[src/rtl/hsv_to_rgb_pkg.sv]
// hsv_pkg: widths and sector encoding shared by the HSV-to-RGB back end and
// the RGB-to-hue front end, so both directions agree on which sector means
// which channel is the maximum.
//   CH_W    colour channel width
//   FRAC_W  hue fraction width (f/1024)
//   SEC_W   hue sector width; legal sectors are 0..SEC_MAX
package hsv_pkg;

  localparam int unsigned CH_W   = 10;
  localparam int unsigned FRAC_W = 10;
  localparam int unsigned SEC_W  = 3;

  // Sector names: the pair of channels the hue lies between.
  typedef enum logic [SEC_W-1:0] {
    SEC_RY = 3'd0,
    SEC_YG = 3'd1,
    SEC_GC = 3'd2,
    SEC_CB = 3'd3,
    SEC_BM = 3'd4,
    SEC_MR = 3'd5
  } sector_e;

  localparam logic [SEC_W-1:0] SEC_MAX = SEC_MR;

  typedef logic [CH_W-1:0]   ch_t;
  typedef logic [FRAC_W-1:0] frac_t;
  typedef logic [SEC_W-1:0]  sec_t;

endpackage

[src/rtl/hsv_to_rgb_if.sv]
// hsv_to_rgb_if: pixel bus into and out of the HSV-to-RGB converter.
//   in_valid/sector/frac/sat/val  HSV pixel from the classifier side
//   red/green/blue/out_valid/out_err  reconstructed RGB pixel
// master: upstream/downstream user of the converter; slave: the converter.
interface hsv_to_rgb_if
  import hsv_pkg::*;
();
  logic  in_valid;
  sec_t  sector;
  frac_t frac;
  ch_t   sat;
  ch_t   val;
  ch_t   red;
  ch_t   green;
  ch_t   blue;
  logic  out_valid;
  logic  out_err;

  modport master (
    output in_valid, sector, frac, sat, val,
    input  red, green, blue, out_valid, out_err
  );

  modport slave (
    input  in_valid, sector, frac, sat, val,
    output red, green, blue, out_valid, out_err
  );
endinterface

[src/rtl/hsv_to_rgb_sector_mux.sv]
// hsv_sector_mux: combinational channel selection by hue sector.
//   sector_i        hue sector 0..5 (6,7 illegal)
//   v_i,p_i,q_i,t_i candidate channel values
//   r_o,g_o,b_o     selected RGB; all zero for an illegal sector
//   err_o           high for an illegal sector
module hsv_sector_mux
  import hsv_pkg::*;
(
  input  sec_t sector_i,
  input  ch_t  v_i,
  input  ch_t  p_i,
  input  ch_t  q_i,
  input  ch_t  t_i,
  output ch_t  r_o,
  output ch_t  g_o,
  output ch_t  b_o,
  output logic err_o
);

  always_comb begin
    r_o   = '0;
    g_o   = '0;
    b_o   = '0;
    err_o = (sector_i > SEC_MAX);
    case (sector_i)
      SEC_RY:  begin r_o = v_i; g_o = t_i; b_o = p_i; end
      SEC_YG:  begin r_o = q_i; g_o = v_i; b_o = p_i; end
      SEC_GC:  begin r_o = p_i; g_o = v_i; b_o = t_i; end
      SEC_CB:  begin r_o = p_i; g_o = q_i; b_o = v_i; end
      SEC_BM:  begin r_o = t_i; g_o = p_i; b_o = v_i; end
      SEC_MR:  begin r_o = v_i; g_o = p_i; b_o = q_i; end
      default: begin r_o = '0;  g_o = '0;  b_o = '0;  end
    endcase
  end

endmodule

[src/rtl/hsv_to_rgb.sv]
// hsv_to_rgb: three-stage HSV-to-RGB reconstruction, truncating arithmetic.
//   clk    pixel clock
//   rst_n  asynchronous active-low reset; clears all stages and outputs
//   ce     pipeline advance enable; all registers hold while low
//   bus    hsv_to_rgb_if.slave pixel bus (HSV in, RGB out)
// Latency is three ce=1 edges; one pixel per ce=1 edge.
module hsv_to_rgb
  import hsv_pkg::*;
(
  input  logic         clk,
  input  logic         rst_n,
  input  logic         ce,
  hsv_to_rgb_if.slave  bus
);

  // S1: registered inputs
  logic  s1_vld_q;
  sec_t  s1_sec_q;
  frac_t s1_frac_q;
  ch_t   s1_sat_q;
  ch_t   s1_val_q;
  logic [2*CH_W-1:0] vs_d;

  // S2: registered product and operands
  logic  s2_vld_q;
  sec_t  s2_sec_q;
  frac_t s2_frac_q;
  ch_t   s2_val_q;
  logic [2*CH_W-1:0] s2_vs_q;

  logic [FRAC_W:0]   omf;
  logic [29:0]       qp;
  logic [30:0]       tp;
  ch_t               p_d, q_d, t_d;

  // S3: outputs
  ch_t  mux_r, mux_g, mux_b;
  logic mux_err;
  ch_t  red_q, green_q, blue_q;
  ch_t  red_d, green_d, blue_d;
  logic vld_q, err_q, err_d;

  assign vs_d = (2*CH_W)'(s1_val_q) * (2*CH_W)'(s1_sat_q);

  // p,q,t never exceed val, so plain subtraction cannot wrap.
  always_comb begin
    omf = 11'd1024 - {1'b0, s2_frac_q};
    qp  = 30'(s2_vs_q) * 30'(s2_frac_q);
    tp  = 31'(s2_vs_q) * 31'(omf);
    p_d = s2_val_q - CH_W'(s2_vs_q >> 10);
    q_d = s2_val_q - CH_W'(qp >> 20);
    t_d = s2_val_q - CH_W'(tp >> 20);
  end

  hsv_sector_mux u_mux (
    .sector_i (s2_sec_q),
    .v_i      (s2_val_q),
    .p_i      (p_d),
    .q_i      (q_d),
    .t_i      (t_d),
    .r_o      (mux_r),
    .g_o      (mux_g),
    .b_o      (mux_b),
    .err_o    (mux_err)
  );

  // Output data only moves on a valid pixel; bubbles keep the last value.
  always_comb begin
    red_d   = red_q;
    green_d = green_q;
    blue_d  = blue_q;
    err_d   = err_q;
    if (s2_vld_q) begin
      red_d   = mux_r;
      green_d = mux_g;
      blue_d  = mux_b;
      err_d   = mux_err;
    end
  end

  always_ff @(posedge clk or negedge rst_n) begin
    if (!rst_n) begin
      s1_vld_q  <= 1'b0;
      s1_sec_q  <= '0;
      s1_frac_q <= '0;
      s1_sat_q  <= '0;
      s1_val_q  <= '0;
      s2_vld_q  <= 1'b0;
      s2_sec_q  <= '0;
      s2_frac_q <= '0;
      s2_val_q  <= '0;
      s2_vs_q   <= '0;
      red_q     <= '0;
      green_q   <= '0;
      blue_q    <= '0;
      vld_q     <= 1'b0;
      err_q     <= 1'b0;
    end else if (ce) begin
      s1_vld_q  <= bus.in_valid;
      s1_sec_q  <= bus.sector;
      s1_frac_q <= bus.frac;
      s1_sat_q  <= bus.sat;
      s1_val_q  <= bus.val;
      s2_vld_q  <= s1_vld_q;
      s2_sec_q  <= s1_sec_q;
      s2_frac_q <= s1_frac_q;
      s2_val_q  <= s1_val_q;
      s2_vs_q   <= vs_d;
      red_q     <= red_d;
      green_q   <= green_d;
      blue_q    <= blue_d;
      vld_q     <= s2_vld_q;
      err_q     <= err_d;
    end
  end

  assign bus.red       = red_q;
  assign bus.green     = green_q;
  assign bus.blue      = blue_q;
  assign bus.out_valid = vld_q;
  assign bus.out_err   = err_q;

endmodule

[src/flat_wrapper.sv]
// flat-port wrapper written by rule: the top's interface ports become plain ports
module hsv_to_rgb_flat import hsv_pkg::*;
  (clk, rst_n, ce, bus_in_valid, bus_sector, bus_frac, bus_sat, bus_val, bus_red, bus_green, bus_blue, bus_out_valid, bus_out_err);
  hsv_to_rgb_if bus_i ();
  input  logic clk;
  input  logic rst_n;
  input  logic ce;
  input wire logic [$bits(bus_i.in_valid)-1:0] bus_in_valid;
  input wire logic [$bits(bus_i.sector)-1:0] bus_sector;
  input wire logic [$bits(bus_i.frac)-1:0] bus_frac;
  input wire logic [$bits(bus_i.sat)-1:0] bus_sat;
  input wire logic [$bits(bus_i.val)-1:0] bus_val;
  output wire logic [$bits(bus_i.red)-1:0] bus_red;
  output wire logic [$bits(bus_i.green)-1:0] bus_green;
  output wire logic [$bits(bus_i.blue)-1:0] bus_blue;
  output wire logic [$bits(bus_i.out_valid)-1:0] bus_out_valid;
  output wire logic [$bits(bus_i.out_err)-1:0] bus_out_err;
  assign bus_i.in_valid = bus_in_valid;
  assign bus_i.sector = bus_sector;
  assign bus_i.frac = bus_frac;
  assign bus_i.sat = bus_sat;
  assign bus_i.val = bus_val;
  assign bus_red = bus_i.red;
  assign bus_green = bus_i.green;
  assign bus_blue = bus_i.blue;
  assign bus_out_valid = bus_i.out_valid;
  assign bus_out_err = bus_i.out_err;
  hsv_to_rgb u_core (.clk(clk), .rst_n(rst_n), .ce(ce), .bus(bus_i));
endmodule
[config.mk]
export PLATFORM = sky130hd
export DESIGN_NAME = hsv_to_rgb_flat
export DESIGN_NICKNAME = d
export VERILOG_FILES = /design/src/rtl/hsv_to_rgb_pkg.sv /design/src/rtl/hsv_to_rgb_if.sv /design/src/rtl/hsv_to_rgb_sector_mux.sv /design/src/rtl/hsv_to_rgb.sv /design/src/flat_wrapper.sv
export SDC_FILE = /design/constraint.sdc
export NUM_CORES = 1
export LEC_CHECK = 0
export BUFFER_PORTS_ARGS = -buffer_cell sky130_fd_sc_hd__buf_2
export CAP_MARGIN = 5
export CELL_PAD_IN_SITES_DETAIL_PLACEMENT = 1
export CELL_PAD_IN_SITES_GLOBAL_PLACEMENT = 1
export CORE_ASPECT_RATIO = 1.4
export CORE_MARGIN = 1.5
export CORE_UTILIZATION = 55
export CTS_CLUSTER_DIAMETER = 40
export CTS_CLUSTER_SIZE = 40
export DETAILED_ROUTE_END_ITERATION = 8
export MAX_ROUTING_LAYER = met4
export PLACE_DENSITY_LB_ADDON = 0.3
export SLEW_MARGIN = 30
export SYNTH_ARGS = -nofsm -noshare
export SYNTH_HDL_FRONTEND = slang
export SYNTH_SLANG_ARGS = --single-unit
[constraint.sdc]
create_clock -name clk -period 15.5 [get_ports clk]
set_clock_uncertainty 0.05 [all_clocks]
set_input_delay 2.325 -clock clk [delete_from_list [all_inputs] [get_ports clk]]
set_output_delay 2.325 -clock clk [all_outputs]
set_load 0.005 [all_outputs]
# --- After elaboration in Yosys (flattened, before gate mapping) ---
# Index checks and enable logic that the tools add are counted.
word_totals:
  register_bits: 110
  latchBits: 0
  ramBits: 0
  rom_bits: 0
  inputBits: 37
  out_inout_bits: 32
  wordCells: 39
  mem_count: 0
op_classes:
  addsub: 4
  mul: 3
  div_mod_pow: 0
  n_lt_le_gt_ge: 1
  n_eq_ne: 5
  n_shift: 0
  n_mux: 3
  bitwise_logic: 0
  reduce_logical: 8
ops:
  columns: ["cell", "n"]
  rows:
  - ["one-hot mux 10 bit (4 select lines)", 3]
  - ["multiplier 20 x 10 -> 30 bit", 1]
  - ["multiplier 20 x 11 -> 30 bit", 1]
  - ["subtractor 10 bit", 3]
  - ["multiplier 10 x 10 -> 20 bit", 1]
  - ["OR reduction 2 bit", 6]
  - ["subtractor 11 x 10 -> 11 bit (first input constant)", 1]
  - ["== test 3 x 2 -> 1 bit (second input constant)", 2]
  - ["== test 3 bit (second input constant)", 2]
  - ["== test 3 x 1 -> 1 bit (second input constant)", 1]
  - ["greater-than comparator 3 bit (second input constant)", 1]
  - ["zero test 3 bit", 1]
  - ["AND reduction 2 bit", 1]

# --- Depth between registers and ports, before layout ---
# Gate-level depths: netlist (run 1).
logic_depth:
  ltp_word: 4
  mapped_depth: 37
  mapped_depth_nobuf: 35

# --- Hierarchy ---
# From an unflattened synthesis (run 1), not the netlist that was laid out.
unflattened:
  hier_cells: 2350
  hier_area_um2: 21809.7
modules_own_cells:
  columns: ["mod", "instances", "cells_each", "area_each_um2", "seq_area_each_um2"]
  rows:
  - ["hsv_to_rgb", 1, 2177, 20556.0, 2752.6]
  - ["hsv_sector_mux", 1, 173, 1253.7, 0.0]

# --- Least setup slack after synthesis (run 1) ---
# Ideal clock, no wire load.
synth_timing:
  path_type: "reg-to-reg"
  startpoint: "reg u_core.s2_frac_q[0]"
  endpoint: "reg u_core.red_q[9], in the netlist u_core.bus.red[9]"
  setup_ps: 132
  arrival_ps: 8092
  t_required_ps: 15318
  path_slack_ps: 7226
  path_stages_with_launch: 34
  n_path_buf: 2
  period_less_slack_ps: 8274
  cell_sequence: "dfrtp_1 > clkbuf_1 > inv_1 > ha_1 > or3b_1 > nor3_1 > nand2_1 > xor2_1 > clkbuf_1 > and2_1 > fa_1 > inv_1 > fa_1 > fa_1 > inv_1 > fa_1 > fa_1 > ha_1 > a2111oi_0 > nand2_1 > a21o_1 > o21ai_0 > a211oi_1 > o21a_1 > or2_2 > ha_1 > and3_1 > a211oi_1 > o41a_1 > or3_1 > nor3_2 > a2111oi_4 > o2111ai_1 > nand3_1"
synth_via:
  elab_chain_len: 4
  word_cells_on_any_way: 6
  cone_classes: "add/sub: 3; mul: 2; mux: 1"
synth_lines:
  columns: ["element", "line", "rtl"]
  rows:
  - ["from (decl)", "hsv_to_rgb.sv:27", "frac_t s2_frac_q;"]
  - ["from (signal assigned)", "hsv_to_rgb.sv:106", "s2_frac_q <= s1_frac_q;"]
  - ["subtractor 11 x 10 -> 11 bit", "hsv_to_rgb.sv:47", "omf = 11'd1024 - {1'b0, s2_frac_q};"]
  - ["multiplier 20 x 11 -> 30 bit", "hsv_to_rgb.sv:49", "tp = 31'(s2_vs_q) * 31'(omf);"]
  - ["subtractor 10 bit", "hsv_to_rgb.sv:52", "t_d = s2_val_q - CH_W'(tp >> 20);"]
  - ["one-hot mux 10 bit (4 select lines) *", "hsv_to_rgb_sector_mux.sv:25", "case (sector_i)"]
  - ["to (signal assigned)", "hsv_to_rgb.sv:109", "red_q <= red_d;"]
  - ["to (decl)", "hsv_to_rgb.sv:39", "ch_t red_q, green_q, blue_q;"]
# Mark *: on every way between the ends. The rest lies on a longest branch, timed or not.
# A chain may end at the register's enable or synchronous reset.

# --- Worst setup path in the final report (run 1) ---
layout_timing:
  startpoint: "reg u_core.s2_frac_q[0]"
  endpoint: "reg u_core.green_q[8], in the netlist u_core.bus.green[8]"
layout_via:
  elab_chain_len: 4
  word_cells_on_any_way: 6
  cone_classes: "add/sub: 3; mul: 2; mux: 1"
layout_lines:
  columns: ["element", "line", "rtl"]
  rows:
  - ["subtractor 11 x 10 -> 11 bit", "hsv_to_rgb.sv:47", null]
  - ["multiplier 20 x 11 -> 30 bit", "hsv_to_rgb.sv:49", null]
  - ["subtractor 10 bit", "hsv_to_rgb.sv:52", null]
  - ["one-hot mux 10 bit (4 select lines) *", "hsv_to_rgb_sector_mux.sv:25", null]
  - ["to (signal assigned)", "hsv_to_rgb.sv:110", "green_q <= green_d;"]
  - ["to (decl)", "hsv_to_rgb.sv:39", null]
# Marks and branches as above.

==> summary.txt, run 1 <==
Logic synthesis
  • Top-area cell type share of the netlist area: 0.341
  • Synth Area per Inst: 9.01 um2
  • Post-Synthesis Net Count: 2990
  • Asr flop ratio synth: 1.00
  • Synthesized area: 21400 um2
  • Synth Flop Type: dfrtp_1
  • YS warnings: 0
  • Sequential share of the synthesized area: 0.128
  • Post-synth EDFFs: 0
  • Area contributors post-synth: fa_1 34%, dfrtp_1 13%, ha_1 12%
  • Library cells used by synthesis: 71
  • Synth Instances: 2379
  • Cell taking the most area after synthesis: fa_1
  • Register bit total from synthesis: 110

Routing
  • Wire length on met2: 34500 um
  • M1 wire length: 22500 um
  • Vias post-DR: 16785
  • Drt total wl: 63300 um
  • Met3 WL: 1730 um
  • Via-per-instance ratio: 5.84
  • Routed WL per cell: 22.0 um
  • DR iter-0 viols: 618
  • Final ANT Viol Nets: 0
  • Top routing layer in use: met4
  • Post-route DRC: 0
  • First-pass iteration count of the detailed router: 5

Setup path
  • Kind of critical path: flop to flop
  • Cell count of the worst reg-to-reg path: 29
  • CP max-delay cell: dfrtp_1
  • Most common cell on crit path: fa_1
  • CP Depth: 29
  • Worst setup EP type: flop
  • CP required: 15.72 ns
  • CP max stage delay: 0.63 ns
  • CP delay by family, top: adder cells
  • CP bufs+invs: 2
  • CP max FO: 21
  • Worst EP arrival: 9.63 ns
  • Critical path startpoint category: flop

CTS
  • Hold-fix buffers, CTS: 0
  • CTS clk-pin slew, worst paths: 0.08 ns
  • TritonCTS clock tree: built
  • Worst skew pair latency: 0.39 ns
  • H-tree levels: 3
  • Post-CTS Setup Bufs: 0
  • Clock sink count: 110
  • Post-CTS sizing: 0
  • Clock buffer depth: 2
  • Root Buffer: clkbuf_16
  • Cts bufs inserted: 9

Flow run
  • MaxCap Viol Count: 0

GRT
  • Largest net degree at the start of global routing: 66
  • First-pass GRT wire length: 104000 um
  • Total GRT Usage: 0.347
  • Initial antenna violation count: 0
  • Overflow after GRT: 0
  • Vias in the first global route: 19987

STA
  • Fmax: 106 MHz
  • RSZ-0062 raised after global routing: false
  • Max-slew violations: 0
  • Endpoints failing hold: 0
  • Final Setup Violations: 0
  • Total negative slack: 0 ns
  • Slew @ Worst Pin: 1.01 ns
  • Worst setup slack after layout: 6.09 ns
  • Final min period: 9.41 ns
  • Worst rel slew slack: 0.329
  • Part of the cycle the worst path needs: 0.607

Die
  • Die width: 170 um
  • I/O pins: 69
  • Initial Util: 0.557
  • Rows: 85
  • Die height: 237 um
  • Die area: 40200 um2
  • Core ar.: 38500 um2

Hold path
  • Worst hold path depth: 2
  • Worst hold path class: flop to flop

Placed design
  • Dpl ws: 6.14 ns
  • Gp weighted congestion: 0.945
  • IO buf count: 68
  • Placed cell count: 2858
  • Hpwl dp: 50100 um

Final layout
  • Share of cells above drive strength 1: 0.0816
  • # diodes: 0
  • Fill cell count: 4563
  • Commonest non-fill, non-tap cell in the layout: inv_1
  • Fin cells: 2875
  • Commonest cells after routing, fill and taps aside: 396 x inv_1, 372 x nand2_1, 365 x fa_1
  • Nets: 2959
  • Synth-to-Final Area Change: 4.57%

Run status
  • Status: finished clean
[per-stage QoR]
step | area [um2] | hold slack (ns) | utilization
floorplan | 21400 | 0.399 | -
global placement | 22100 | 0.410 | 0.575
detailed placement | 22100 | 0.415 | 0.575
CTS | 22400 | 0.433 | 0.582
global route | 22400 | 0.454 | 0.582
finish | 22400 | 0.427 | 0.582
[kinds of logic after synthesis]
group                    synth area share
flip-flops                          0.128
buffers and inverters              0.0945
multiplexers                       0.0395
AO/OA/AOI/OAI                      0.0815
adder cells (fa/ha/maj)             0.463
XOR/XNOR                           0.0269
AND/OR/NAND/NOR                     0.167
[path summary, 6_finish.rpt]
path                                          start                   to  slack [ns]
max in group asynchronous                     rst_n    u_core.bus.red[2]       12.24
worst min-delay path             u_core.bus.blue[2]   u_core.bus.blue[2]        0.43
worst max register to register  u_core.s2_frac_q[0]  u_core.bus.green[8]        6.09
min in group asynchronous                     rst_n   u_core.s1_sat_q[6]        2.00
worst max-delay path            u_core.s2_frac_q[0]  u_core.bus.green[8]        6.09
worst min register to register   u_core.bus.blue[2]   u_core.bus.blue[2]        0.43
[cells in the mapped netlist, types with 5 or more instances]
cell type,instances
a2111oi_0,6
a22oi_1,5
o31ai_1,5
inv_1,396
ha_1,209
o21bai_1,11
xor2_1,21
o21ai_0,72
mux2i_1,16
o221ai_1,6
nand2b_1,8
mux2_2,61
a211oi_1,11
nor2b_1,8
or3_1,8
nor2_1,66
a21o_1,21
clkbuf_1,133
and3_1,17
nor3_1,26
a221oi_1,6
a31oi_1,7
nand3_1,24
o21a_1,11
nand4_1,9
fa_1,365
a21oi_1,68
nand2_1,372
and2_1,185
xnor2_1,43
dfrtp_1,110
o211ai_1,8
[worst register-to-register path, delay by kind of cell (launching register included)]
kind,cells,cell delay (ns)
simple gates,8,2.03
buf+inv,2,0.33
flops,1,0.63
compound gates,10,2.87
fa+ha+maj,7,3.05
mux,1,0.17
xor+xnor,1,0.19
[routing by layer]
metal,vias to the layer above,global-route usage
met4,0,0.223
met1,8769,0.354
met2,413,0.631
li1,7374,-
met3,229,0.0296
met5,-,-
[cell type report]
type | count | area, um2 | area share
Sequential cell | 110 | 2760 | 0.123
Clock inverter | 6 | 56.3 | 0.00251
Multi-Input combinational cell | 1732 | 16700 | 0.743
Inverter | 396 | 1490 | 0.0663
Timing Repair Buffer | 99 | 578 | 0.0258
Clock buffer | 10 | 229 | 0.0102
Tap cell | 522 | 653 | 0.0291
[sequential cells by signal (all words and copies together) (netlist names), 3 cells and up]
register,count
u_core.bus.green,10
u_core.s1_frac_q,10
u_core.s2_val_q,10
u_core.bus.red,10
u_core.bus.blue,10
u_core.s2_vs_q,20
u_core.s1_val_q,10
u_core.s2_sec_q,3
u_core.s1_sec_q,3
u_core.s2_frac_q,10
u_core.s1_sat_q,10
Power of run 1 is left out: the tool's default activity adds up to more than one toggle a clock period on the data nets, which glitch-free logic cannot reach.
==> run 2, diff against run 1 <==
--- a/config.mk
+++ b/config.mk
@@ -11,7 +11,7 @@
 export CELL_PAD_IN_SITES_GLOBAL_PLACEMENT = 1
 export CORE_ASPECT_RATIO = 1.4
 export CORE_MARGIN = 1.5
-export CORE_UTILIZATION = 55
+export CORE_UTILIZATION = 51
 export CTS_CLUSTER_DIAMETER = 40
 export CTS_CLUSTER_SIZE = 40
 export DETAILED_ROUTE_END_ITERATION = 8
==> constraint.sdc (replaced) <==
create_clock -name clk -period 9.1 [get_ports clk]
set_clock_uncertainty 0.05 [all_clocks]
set_input_delay 1.365 -clock clk [delete_from_list [all_inputs] [get_ports clk]]
set_output_delay 1.365 -clock clk [all_outputs]
set_load 0.005 [all_outputs]
==> summary.txt, run 2 (synthesis gave the netlist of run 1 again) <==
Routing
  • DR iter-0 viols: 784 (was 618)
  • Routed WL per cell: 21.4 um (was 22.0 um)
  • Post-route DRC: 0 (unchanged)
  • Via-per-instance ratio: 5.75 (was 5.84)
  • Vias post-DR: 16706 (was 16785)
  • First-pass iteration count of the detailed router: 5 (unchanged)
  • Drt total wl: 62000 um (was 63300 um)
  • Final ANT Viol Nets: 0 (unchanged)

Placed design
  • Gp weighted congestion: 0.941 (was 0.945)
  • DP Area: 22200 um2 (was 22100 um2)
  • IO buf count: 68 (unchanged)
  • Hpwl dp: 49900 um (was 50100 um)

Setup path
  • Most common cell on crit path: fa_1 (unchanged)
  • CP bufs+invs: 3 (was 2)
  • Worst EP arrival: 8.84 ns (was 9.63 ns)
  • Reg2Reg Capture Point: u_core.bus.red[9] (was u_core.bus.green[8])
  • Cell count of the worst reg-to-reg path: 32 (was 29)
  • Worst setup endpoint: u_core.bus.red[9] (was u_core.bus.green[8])
  • CP delay by family, top: adder cells (unchanged)
  • CP max FO: 20 (was 21)
  • CP Depth: 32 (was 29)
  • CP max-delay cell: fa_1 (was dfrtp_1)
  • Critical Path Start: u_core.s2_frac_q[1] (was u_core.s2_frac_q[0])
  • Worst setup EP type: flop (unchanged)
  • Kind of critical path: flop to flop (unchanged)
  • CP max stage delay: 0.54 ns (was 0.63 ns)
  • CP required: 9.29 ns (was 15.72 ns)
  • Reg2reg setup slack: 0.45 ns (was 6.09 ns)
  • Critical path startpoint category: flop (unchanged)
  • RR Startpoint: u_core.s2_frac_q[1] (was u_core.s2_frac_q[0])

Die
  • Die area: 43300 um2 (was 40200 um2)
  • Die height: 246 um (was 237 um)
  • Die width: 176 um (was 170 um)
  • Core ar.: 41400 um2 (was 38500 um2)
  • Rows: 88 (was 85)
  • I/O pins: 69 (unchanged)
  • Initial Util: 0.518 (was 0.557)

STA
  • Final min period: 8.65 ns (was 9.41 ns)
  • Worst rel slew slack: 0.334 (was 0.329)
  • Worst hold margin: 0.440 ns (was 0.427 ns)
  • Max-slew violations: 0 (unchanged)
  • Fmax: 116 MHz (was 106 MHz)
  • Final Setup Violations: 0 (unchanged)
  • Slew @ Worst Pin: 0.999 ns (was 1.01 ns)
  • Part of the cycle the worst path needs: 0.950 (was 0.607)
  • Endpoints failing hold: 0 (unchanged)

GRT
  • Largest net degree at the start of global routing: 60 (was 66)
  • Vias in the first global route: 19753 (was 19987)
  • Initial antenna violation count: 0 (unchanged)
  • Overflow after GRT: 0 (unchanged)
  • First-pass GRT wire length: 103000 um (was 104000 um)
  • Total GRT Usage: 0.317 (was 0.347)

CTS
  • Post-CTS sizing: 0 (unchanged)
  • Worst skew pair latency: 0.38 ns (was 0.39 ns)
  • Clock buffer depth: 2 (unchanged)
  • Cts bufs inserted: 9 (unchanged)
  • H-tree levels: 3 (unchanged)
  • Hold-fix buffers, CTS: 0 (unchanged)
  • CTS clk-pin slew, worst paths: 0.09 ns (was 0.08 ns)
  • Root Buffer: clkbuf_16 (unchanged)
  • Clock sink count: 110 (unchanged)
  • TritonCTS clock tree: built (unchanged)
  • Post-CTS Setup Bufs: 0 (unchanged)

Hold path
  • Worst hold path class: flop to flop (unchanged)

Final layout
  • Commonest non-fill, non-tap cell in the layout: inv_1 (unchanged)
  • Top reg by flops: u_core.s2_vs_q (unchanged)
  • Share of cells above drive strength 1: 0.0893 (was 0.0816)
  • Synth-to-Final Area Change: 5.55% (was 4.57%)
  • Cell area after layout: 22600 um2 (was 22400 um2)
  • Max FFs per register: 20 (unchanged)
  • # diodes: 0 (unchanged)
  • Nets: 2969 (was 2959)
  • Commonest cells after routing, fill and taps aside: 396 x inv_1, 372 x nand2_1, 365 x fa_1 (unchanged)

Run status
  • Status: finished clean (unchanged)

Flow run
  • MaxCap Viol Count: 0 (unchanged)
[run 2: changes by cell type in the layout (fill, tap and decap cells not counted), moves of 2 or more]
| cell | delta |
|---|---|
| nor3_1 | -2 |
| a211oi_2 | +3 |
| buf_4 | +10 |
| xnor2_2 | +3 |
| a211oi_1 | -3 |
| dfrtp_1 | +3 |
| dfrtp_2 | -3 |
| xnor2_1 | -3 |
[run 2: final cells by class]
type                    count  area (um2)
clock buffers              10         239
fillers                  4823       18800
repair buffers            109         653
clock inverters             6        83.8
flip-flops and latches    110        2750
well taps                 540         676
multi-input cells        1732       16700
inverters                 396        1490
[run 2: tightest hold or removal path: cells and delay by family, from the launching register on]
| kind | cells | cell delay [ns] |
|---|---|---|
| and+or+nand+nor | 1 | 0.05 |
| AOI/OAI and AO/OA | 1 | 0.06 |
| DFF | 1 | 0.35 |
[run 2: how the worst min path moves through the flow]
stage,startpoint,to,slack [ns],depth (start not counted)
6_report,u_core.bus.green[4],u_core.bus.green[4],0.44,2
5_1_grt,u_core.bus.blue[7],u_core.bus.blue[7],0.45,2
4_1_cts,u_core.bus.blue[7],u_core.bus.blue[7],0.44,2
3_5_place_dp,u_core.bus.blue[7],u_core.bus.blue[7],0.41,2
3_3_place_gp,u_core.bus.green[6],u_core.bus.green[6],0.41,2
2_1_floorplan,u_core.s1_frac_q[0],u_core.s2_frac_q[0],0.40,2
[run 2: metal layers]
| layer | track usage | wire (um) | part of all wire | vias to the layer above |
|---|---|---|---|---|
| li1 | - | - | - | 7411 |
| met1 | 0.331 | 22600 | 0.37 | 8720 |
| met2 | 0.584 | 34000 | 0.55 | 381 |
| met3 | 0.0230 | 1510 | 0.024 | 194 |
| met4 | 0.179 | 3870 | 0.062 | 0 |
| met5 | - | 0 | 0 | - |
[run 2: stage by stage]
stage	setup slack (ns)	cells	setup TNS, ns	utilization
global placement	0.469	2887	0	0.537
detailed placement	0.0639	2887	0	0.537
global route	-0.0266	2903	-0.0266	0.547
CTS	0.0294	2903	0	0.545
floorplan	0.826	2379	0	-
finish	0.453	2903	0	0.547
Power of run 2 is left out for the same reason.
==> run 3, diff against run 2 <==
==> constraint.sdc (replaced) <==
create_clock -name clk -period 9.1 [get_ports clk]
set_clock_uncertainty 0.05 [all_clocks]
set_input_delay 0 -clock clk [delete_from_list [all_inputs] [get_ports clk]]
set_output_delay 0 -clock clk [all_outputs]
set_load 0.005 [all_outputs]
==> summary.txt, run 3 (synthesis gave the netlist of run 1 again) <==
Run status
  • Status: finished clean (unchanged)

Die
  • Initial Util: 0.518 (unchanged)
  • Die width: 176 um (unchanged)
  • Die height: 246 um (unchanged)
  • Core ar.: 41400 um2 (unchanged)
  • I/O pins: 69 (unchanged)
  • Rows: 88 (unchanged)
  • Die area: 43300 um2 (unchanged)

GRT
  • GR peak layer: met2 (unchanged)
  • Largest net degree at the start of global routing: 60 (unchanged)
  • Initial antenna violation count: 0 (unchanged)
  • First-pass GRT wire length: 105000 um (was 103000 um)
  • M1 GR Usage: 0.334 (was 0.331)
  • Overflow after GRT: 0 (unchanged)
  • Vias in the first global route: 20004 (was 19753)
  • Total GRT Usage: 0.324 (was 0.317)
  • Grt met2 use: 0.598 (was 0.584)
  • Met3 global-route usage: 0.0260 (was 0.0230)

Final layout
  • Nets: 3004 (was 2969)
  • Commonest cells after routing, fill and taps aside: 396 x inv_1, 372 x nand2_1, 365 x fa_1 (unchanged)
  • Top reg by flops: u_core.s2_vs_q (unchanged)
  • # diodes: 0 (unchanged)
  • Commonest non-fill, non-tap cell in the layout: inv_1 (unchanged)
  • Max FFs per register: 20 (unchanged)
  • Fin util: 0.555 (was 0.547)
  • Synth-to-Final Area Change: 7.18% (was 5.55%)
  • Share of cells above drive strength 1: 0.0880 (was 0.0893)

Setup path
  • Reg2Reg Capture Point: u_core.bus.red[9] (unchanged)
  • Worst setup EP type: flop (unchanged)
  • Reg2reg setup slack: 0.44 ns (was 0.45 ns)
  • RR Startpoint: u_core.s2_frac_q[1] (unchanged)
  • Worst setup endpoint: u_core.bus.red[9] (unchanged)
  • Kind of critical path: flop to flop (unchanged)
  • Worst EP arrival: 8.86 ns (was 8.84 ns)
  • CP max-delay cell: fa_1 (unchanged)
  • Most common cell on crit path: fa_1 (unchanged)
  • CP required: 9.30 ns (was 9.29 ns)
  • Critical Path Start: u_core.s2_frac_q[1] (unchanged)
  • CP max FO: 20 (unchanged)
  • Critical path startpoint category: flop (unchanged)
  • Cell count of the worst reg-to-reg path: 32 (unchanged)
  • CP max stage delay: 0.54 ns (about the same)

CTS
  • Clock buffer depth: 2 (unchanged)
  • Worst skew pair latency: 0.39 ns (was 0.38 ns)
  • TritonCTS clock tree: built (unchanged)
  • Post-CTS Setup Bufs: 0 (unchanged)
  • H-tree levels: 3 (unchanged)
  • Root Buffer: clkbuf_16 (unchanged)
  • CTS clk-pin slew, worst paths: 0.09 ns (about the same)
  • Clock sink count: 110 (unchanged)
  • Cts bufs inserted: 9 (unchanged)

Hold path
  • Worst hold path class: input pin to flop (was flop to flop)

STA
  • Endpoints failing hold: 0 (unchanged)
  • Fmax: 115 MHz (was 116 MHz)
  • Worst setup slack after layout: 0.437 ns (was 0.453 ns)
  • Max-slew violations: 0 (unchanged)
  • Slew @ Worst Pin: 1.01 ns (was 0.999 ns)
  • Final Setup Violations: 0 (unchanged)
  • Final min period: 8.66 ns (was 8.65 ns)
  • Worst rel slew slack: 0.330 (was 0.334)
  • Part of the cycle the worst path needs: 0.952 (was 0.950)

Routing
  • DR iter-0 viols: 776 (was 784)
  • Via-per-instance ratio: 5.75 (about the same)
  • Drt total wl: 63700 um (was 62000 um)
  • Final ANT Viol Nets: 0 (unchanged)
  • First-pass iteration count of the detailed router: 4 (was 5)
  • Vias post-DR: 16901 (was 16706)
  • Routed WL per cell: 21.7 um (was 21.4 um)
  • Post-route DRC: 0 (unchanged)

Placed design
  • Dpl ws: 0.0639 ns (unchanged)
  • IO buf count: 68 (unchanged)
  • Hpwl dp: 49900 um (unchanged)
  • Gp weighted congestion: 0.941 (unchanged)

Flow run
  • MaxCap Viol Count: 0 (unchanged)
[run 3: cell count changes in the layout (fill, tap and decap cells not counted)]
cell,before,now
dlygate4sd3_1,0,35
[run 3: worst min path at each step]
stage	from	slack, ns	endpoint	cells after the start
final	ce	0.12	u_core.bus.out_valid	2
after global routing	ce	0.16	u_core.bus.out_valid	2
after CTS	ce	0.08	u_core.s2_sec_q[0]	3
after detailed placement	rst_n	0.06	u_core.s1_sat_q[6]	1
after global placement	rst_n	0.04	u_core.s1_sat_q[7]	1
after floorplan	rst_n	-0.35	u_core.bus.blue[0]	0
[run 3: layer usage]
metal  vias up  part of all wire
li1       7474                 -
met3       201             0.027
met4         0             0.063
met2       400              0.55
met5         -                 0
met1      8826              0.36
[run 3: area by class of cell]
type | instances | area, um2
Clock buffer | 10 | 239
Clock inverter | 6 | 83.8
Fill cell | 4797 | 18400
Inverter | 396 | 1490
Multi-Input combinational cell | 1732 | 16700
Sequential cell | 110 | 2750
Tap cell | 540 | 676
Timing Repair Buffer | 144 | 1000
[run 3: repair_timing]
item / 4_1_cts / 5_1_grt
hold endpoints to repair: 85 / 0
hold buffers: 35 / 0
endpoints found under the setup margin: 0 / 15
resized for setup: 0 / 15
[run 3: worst max-delay path: cells and delay by family (launching register included)]
kind                       cells  cell delay, ns
buffers and inverters          3            0.42
DFF                            1            0.44
AOI/OAI and AO/OA              8            1.82
adders and majority gates      8            3.26
and+or+nand+nor               11            2.22
xor gates and xnor gates       2            0.30
[run 3: metrics by stage]
| step | hold slack (ns) | TNS, ns | area, um2 | cells |
|---|---|---|---|---|
| floorplan | -0.346 | 0 | 21400 | 2379 |
| global placement | 0.0357 | 0 | 22200 | 2887 |
| detailed placement | 0.0629 | 0 | 22200 | 2887 |
| CTS | 0.0803 | 0 | 22900 | 2938 |
| global route | 0.156 | -0.0479 | 23000 | 2938 |
| finish | 0.118 | 0 | 23000 | 2938 |
Power of run 3 is left out for the same reason.
